## src/rtl/fetch_seq_pkg.sv

```systemverilog
// fetch_seq_pkg: shared definitions for the accumulator CPU fetch/sequencing
// unit. It holds the FSM state encoding, the opcode constants shared with the
// decoder, and the opcode legality function used by op_legal.
package fetch_seq_pkg;

  typedef enum logic [2:0] {
    ST_IDLE  = 3'd0,
    ST_FETCH = 3'd1,
    ST_EXEC  = 3'd2,
    ST_HALT  = 3'd3,
    ST_FAULT = 3'd4
  } state_t;

  // Opcodes with special meaning to the sequencer or decoder.
  localparam logic [5:0] OP_HALT = 6'b111111;
  localparam logic [5:0] OP_JMP  = 6'b110000;
  localparam logic [5:0] OP_BN   = 6'b110001;
  localparam logic [5:0] OP_BZ   = 6'b110010;
  localparam logic [5:0] OP_JACC = 6'b101100;
  localparam logic [5:0] OP_IN   = 6'b101000;
  localparam logic [5:0] OP_OUT  = 6'b101001;

  // Every opcode with a clear MSB (000000..011111) is an ALU/load/store
  // form; above that only a handful of control and I/O opcodes exist.
  function automatic logic is_legal_op(input logic [5:0] opcode);
    return (opcode[5] == 1'b0) ||
           (opcode inside {OP_IN, OP_OUT, OP_JACC, OP_JMP, OP_BN, OP_BZ, OP_HALT});
  endfunction

endpackage

```

## src/rtl/fetch_seq_op_legal.sv

```systemverilog
// op_legal: combinational legality check of a 6-bit opcode.
// Ports:
//   opcode  in  6  opcode to classify
//   legal   out 1  1 when opcode is defined in the instruction set
module op_legal
  import fetch_seq_pkg::*;
(
  input  logic [5:0] opcode,
  output logic       legal
);

  assign legal = is_legal_op(opcode);

endmodule

```

## src/rtl/fetch_seq.sv

```systemverilog
// fetch_seq: instruction fetch and sequencing unit of the accumulator CPU.
// Fetches 16-bit words over a req/ack handshake, splits them into opcode and
// constant, presents them to the datapath with exec_valid/exec_done, then
// advances the PC (sequential or branch). Owns halt, illegal-opcode and
// fetch-timeout handling.
// Ports:
//   clk, rst_n                 clock, asynchronous active-low reset
//   run                        start fetching from IDLE
//   imem_req/addr/ack/rdata    instruction memory handshake
//   op, c_const, exec_valid    current instruction to decoder/datapath
//   exec_done, br_taken, br_target  retirement and branch result
//   pc                         current program counter
//   halted, illegal_op, fault  status (illegal_op and fault are sticky)
module fetch_seq
  import fetch_seq_pkg::*;
#(
  parameter int              AW       = 10,
  parameter logic [AW-1:0]   RESET_PC = '0,
  parameter int              TMO_CYC  = 255
) (
  input  logic          clk,
  input  logic          rst_n,
  input  logic          run,
  output logic          imem_req,
  output logic [AW-1:0] imem_addr,
  input  logic          imem_ack,
  input  logic [15:0]   imem_rdata,
  output logic [5:0]    op,
  output logic [9:0]    c_const,
  output logic          exec_valid,
  input  logic          exec_done,
  input  logic          br_taken,
  input  logic [AW-1:0] br_target,
  output logic [AW-1:0] pc,
  output logic          halted,
  output logic          illegal_op,
  output logic          fault
);

  // The counter only has to hold 0..TMO_CYC-1: it holds the number of FETCH
  // cycles already completed, so reaching TMO_CYC-1 without an ack means the
  // current cycle is the last one allowed.
  localparam int            TW       = (TMO_CYC > 1) ? $clog2(TMO_CYC) : 1;
  localparam bit            TMO_EN   = (TMO_CYC > 0);
  localparam logic [TW-1:0] TMO_LAST = TW'((TMO_CYC > 0) ? TMO_CYC - 1 : 0);

  state_t        state;
  logic [TW-1:0] tmo_cnt;
  logic          op_ok;

  op_legal u_op_legal (
    .opcode (op),
    .legal  (op_ok)
  );

  assign imem_addr = pc;

  // NOTE: all state and registered outputs live in one clocked block and are
  // updated with non-blocking assignments, so every branch reads the values
  // from before the edge and no ordering between assignments matters.
  always_ff @(posedge clk or negedge rst_n) begin
    if (!rst_n) begin
      state      <= ST_IDLE;
      pc         <= RESET_PC;
      op         <= OP_HALT;
      c_const    <= '0;
      tmo_cnt    <= '0;
      imem_req   <= 1'b0;
      exec_valid <= 1'b0;
      halted     <= 1'b0;
      illegal_op <= 1'b0;
      fault      <= 1'b0;
    end else begin
      unique case (state)
        ST_IDLE: begin
          if (run) begin
            state    <= ST_FETCH;
            imem_req <= 1'b1;
            tmo_cnt  <= '0;
          end
        end

        ST_FETCH: begin
          // An ack in the last allowed cycle wins over the timeout.
          if (imem_ack) begin
            op         <= imem_rdata[15:10];
            c_const    <= imem_rdata[9:0];
            imem_req   <= 1'b0;
            exec_valid <= 1'b1;
            state      <= ST_EXEC;
          end else if (TMO_EN && (tmo_cnt == TMO_LAST)) begin
            imem_req <= 1'b0;
            fault    <= 1'b1;
            halted   <= 1'b1;
            state    <= ST_FAULT;
          end else begin
            tmo_cnt <= tmo_cnt + TW'(1);
          end
        end

        ST_EXEC: begin
          if (exec_done) begin
            exec_valid <= 1'b0;
            if (op == OP_HALT) begin
              halted <= 1'b1;
              state  <= ST_HALT;
            end else begin
              // Undefined opcodes retire as NOPs; only the flag records them.
              if (!op_ok) illegal_op <= 1'b1;
              pc       <= br_taken ? br_target : pc + AW'(1);
              imem_req <= 1'b1;
              tmo_cnt  <= '0;
              state    <= ST_FETCH;
            end
          end
        end

        ST_HALT, ST_FAULT: begin
          // Terminal until reset.
        end

        default: state <= ST_IDLE;
      endcase
    end
  end

endmodule

```

## config.mk

```make
export PLATFORM = sky130hd
export DESIGN_NAME = fetch_seq
export DESIGN_NICKNAME = d
export VERILOG_FILES = /design/src/rtl/fetch_seq_pkg.sv /design/src/rtl/fetch_seq_op_legal.sv /design/src/rtl/fetch_seq.sv
export SDC_FILE = /design/constraint.sdc
export NUM_CORES = 1
export LEC_CHECK = 0
export CAP_MARGIN = 25
export CORE_AREA = 3 3 85 87
export CTS_BUF_LIST = sky130_fd_sc_hd__clkbuf_16
export CTS_CLUSTER_DIAMETER = 100
export DETAILED_ROUTE_END_ITERATION = 10
export DIE_AREA = 0 0 88 90
export GPL_TIMING_DRIVEN = 0
export PLACE_DENSITY_LB_ADDON = 0.3
export SLEW_MARGIN = 15
export SYNTH_ARGS = -nofsm -noshare
export SYNTH_HDL_FRONTEND = slang
export SYNTH_SLANG_ARGS = --single-unit
```

## constraint.sdc

```tcl
create_clock -name clk -period 4.5 [get_ports clk]
set_input_delay 0.45 -clock clk [delete_from_list [all_inputs] [get_ports clk]]
set_output_delay 0.45 -clock clk [all_outputs]
set_load 0.02 [all_outputs]
```

==> impl_metrics.py <==
metrics = {
    "status": {
        "run_status": "finished clean",
    },
    "timing": {
        "slew_violations": 0,
        "finalCriticalPeriod_ns": 1.97,
        "fin_setup_tns_ns": 0,
        "worst_pin_slew_ns": 0.674,
        "setup_violations": 0,
        "relSlewSlack_pct": 54.9,
        "skew_ns": 0.00674,
        "rsz0062_at_grt": "false",
        "fmax_ghz": 0.508,
        "hold_violations": 0,
        "period_share_pct": 43.7,
        "fin_ws_ns": 2.53,
    },
    "finish": {
        "final_nets": 341,
        "antennaDiodeCount": 0,
        "synthToLayoutAreaGrowth_pct": 45.2,
        "multi_input_area_mm2": 0.00104,
        "seq_area_mm2": 0.00106,
        "drive_gt1_share_pct": 16.3,
        "fillers": 576,
        "final_cell_mix": "clkdlybuf4s50_1, dfrtp_1, o21ai_0",
        "mostFrequentLayoutCell": "clkdlybuf4s50_1",
    },
    "yosys": {
        "syn-num-nets": 261,
        "synth_edf_count": 0,
        "syn_area_mm2": 0.00227,
        "synth-seq-cells": 42,
        "async_flop_share_pct": 100,
        "yosys_warnings": 0,
        "synthTopCellsByArea": "dfrtp_1, mux2_2, dfstp_2",
        "synth_flop_cell": "dfrtp_1",
        "synthCells": 226,
        "synth_top_area_cell": "dfrtp_1",
        "synth_area_per_cell_um2": 10.0,
        "yosysSeqAreaShare_pct": 46.6,
        "synth_cell_types": 48,
        "synth_top_area_share_pct": 39.7,
    },
    "grt": {
        "grt_pass1_vias": 1923,
        "grt_usage_pct": 15.2,
        "grt_max_degree": 27,
        "grt_first_pass_wirelength_um": 9650,
        "antenna_found_initial": 0,
        "gr-total-overflow": 0,
    },
    "worst_setup_path": {
        "worstPathMaxFanout": 10,
        "cp_top_family": "compound AO/OA/AOI/OAI gates",
        "rr_startpoint": "op[3]",
        "rr_worst_depth": 4,
        "r2r_slack_ns": 2.53,
        "crit_chain": "nand4_1, o211ai_1, clkbuf_1, o21ai_0",
        "path_class": "reg2reg",
        "slowest_delay_ns": 0.58,
        "required_ns": 4.64,
        "r2r-end": "imem_addr[4]",
        "endpoint_kind": "flip-flop",
        "worstPathArrival_ns": 2.11,
        "cp_num_cells": 4,
        "path_buf_inv": 1,
        "cp-start-kind": "flip-flop",
        "slowest_stage": "dfstp_2",
    },
    "clock_network": {
        "clk_pin_slew_ns": 0.06,
        "cts_repair_resize_count": 0,
        "clock-root-buffer": "clkbuf_16",
        "cts-buffers-inserted": 5,
        "cts_sinks": 42,
        "cts_buffer_depth": 2,
        "cts_hold_buffers": 0,
        "cts_max_level": 2,
        "post_cts_buffers": 0,
        "insertion_delay_ns": 0.28,
        "cts_tree": "yes",
    },
    "routing": {
        "wl_met2_um": 2690,
        "routed_via_density": 5.30,
        "drt-initial-drc-count": 143,
        "wl_per_cell_um": 14.7,
        "met1Wirelength_um": 2510,
        "dr.max_layer_used": "met4",
        "postRouteAntennaNets": 0,
        "wl_met3_um": 349,
        "num_vias": 2036,
        "firstDrtPassIters": 4,
        "drt-total-wl_um": 5630,
        "drc_errors": 0,
    },
    "place": {
        "post-dp-hpwl_um": 4190,
        "pre_cts_ws_ns": 2.30,
        "port_buffers": 72,
        "gp_congestion": 0.803,
    },
    "worst_hold_path": {
        "hp-class": "in2async",
    },
    "floorplan": {
        "die_h_um": 90,
        "ios": 73,
        "core_mm2": 0.00642,
        "fp-row-count": 29,
        "dieArea_mm2": 0.00792,
        "initial_core_util_pct": 35.4,
        "die_w_um": 88,
    },
    "flow_run": {
        "drv_cap": 0,
    },
    "power": {
        "power_density_mw_per_mm2": 690,
        "total_leakage_power_nw": 1.33,
        "ir_drop_v": 0.000376,
    },
}
## stage by stage
| step | hold WS, ns | std cells | area, µm² | power, mW | utilization, % |
|---|---|---|---|---|---|
| final | 0.0977 | 384 | 3300 | 2.28 | 51.3 |
| after global routing | 0.125 | 384 | 3300 | 2.43 | 51.3 |
| after CTS | 0.107 | 384 | 3300 | 2.30 | 51.3 |
| after detailed placement | 0.418 | 376 | 3100 | 1.82 | 48.3 |
| after global placement | 0.441 | 375 | 3090 | 1.80 | 48.1 |
| after floorplan | 0.154 | 226 | 2270 | 1.34 | - |
## sequential cells by signal, indices dropped and copies added (netlist names), 3 cells and up
signal / count
c_const: 10
imem_addr: 10
state: 3
tmo_cnt: 8
op: 6
## worst register-to-register path, cell delays in order (launching register included)
cell and delay, ns:
dfstp_2 0.58, nand4_1 0.24, o211ai_1 0.46, clkbuf_1 0.39
o21ai_0 0.17
## synth_stat cells, types with 6 or more instances
| master | number |
|---|---|
| a21oi_1 | 13 |
| dfrtp_1 | 36 |
| dfstp_2 | 6 |
| nand2_1 | 16 |
| nand3_1 | 10 |
| inv_1 | 11 |
| nor2_1 | 11 |
| mux2_2 | 16 |
| o21ai_0 | 21 |
| buf_4 | 10 |
| a31oi_1 | 8 |
## routing by layer
metal,GRT usage (%),vias up
li1,-,989
met1,21.0,985
met2,22.7,54
met3,4.11,8
met4,4.99,0
met5,0,-
## cell type report
type,instances,share of cell area (%)
Tap cell,77,2.92
Timing Repair Buffer,73,22.3
Multi-Input combinational cell,154,31.5
Inverter,11,1.25
Clock inverter,3,2.09
Sequential cell,42,32.1
Clock buffer,5,3.80
Buffer,19,4.02
## logic make-up after synthesis
group | share of synthesized area, %
AOI/OAI and AO/OA | 21.3
and+or+nand+nor | 13.6
DFF | 46.6
buffers and inverters | 7.66
muxes | 8.82
adders and majority gates | 1.65
xor gates and xnor gates | 0.386
## power by group
| group | leakage (nW) | switching (mW) | internal, mW |
|---|---|---|---|
| sequential | 0.502 | 0.163 | 0.550 |
| combinational | 0.732 | 0.529 | 0.567 |
| clock | 0.0940 | 0.147 | 0.319 |
| total | 1.33 | 0.840 | 1.44 |
## how the worst max path moves through the flow
stage | endpoint | slack (ns) | from
3_5_place_dp | tmo_cnt[4] | 2.30 | imem_ack
3_3_place_gp | c_const[4] | 1.74 | rst_n
5_1_grt | imem_addr[4] | 2.36 | op[3]
4_1_cts | pc[3] | 2.53 | imem_addr[3]
2_1_floorplan | c_const[3] | 2.80 | state[2]
6_report | imem_addr[4] | 2.53 | op[3]
No activity file was read; power rests on OpenSTA's default activity.
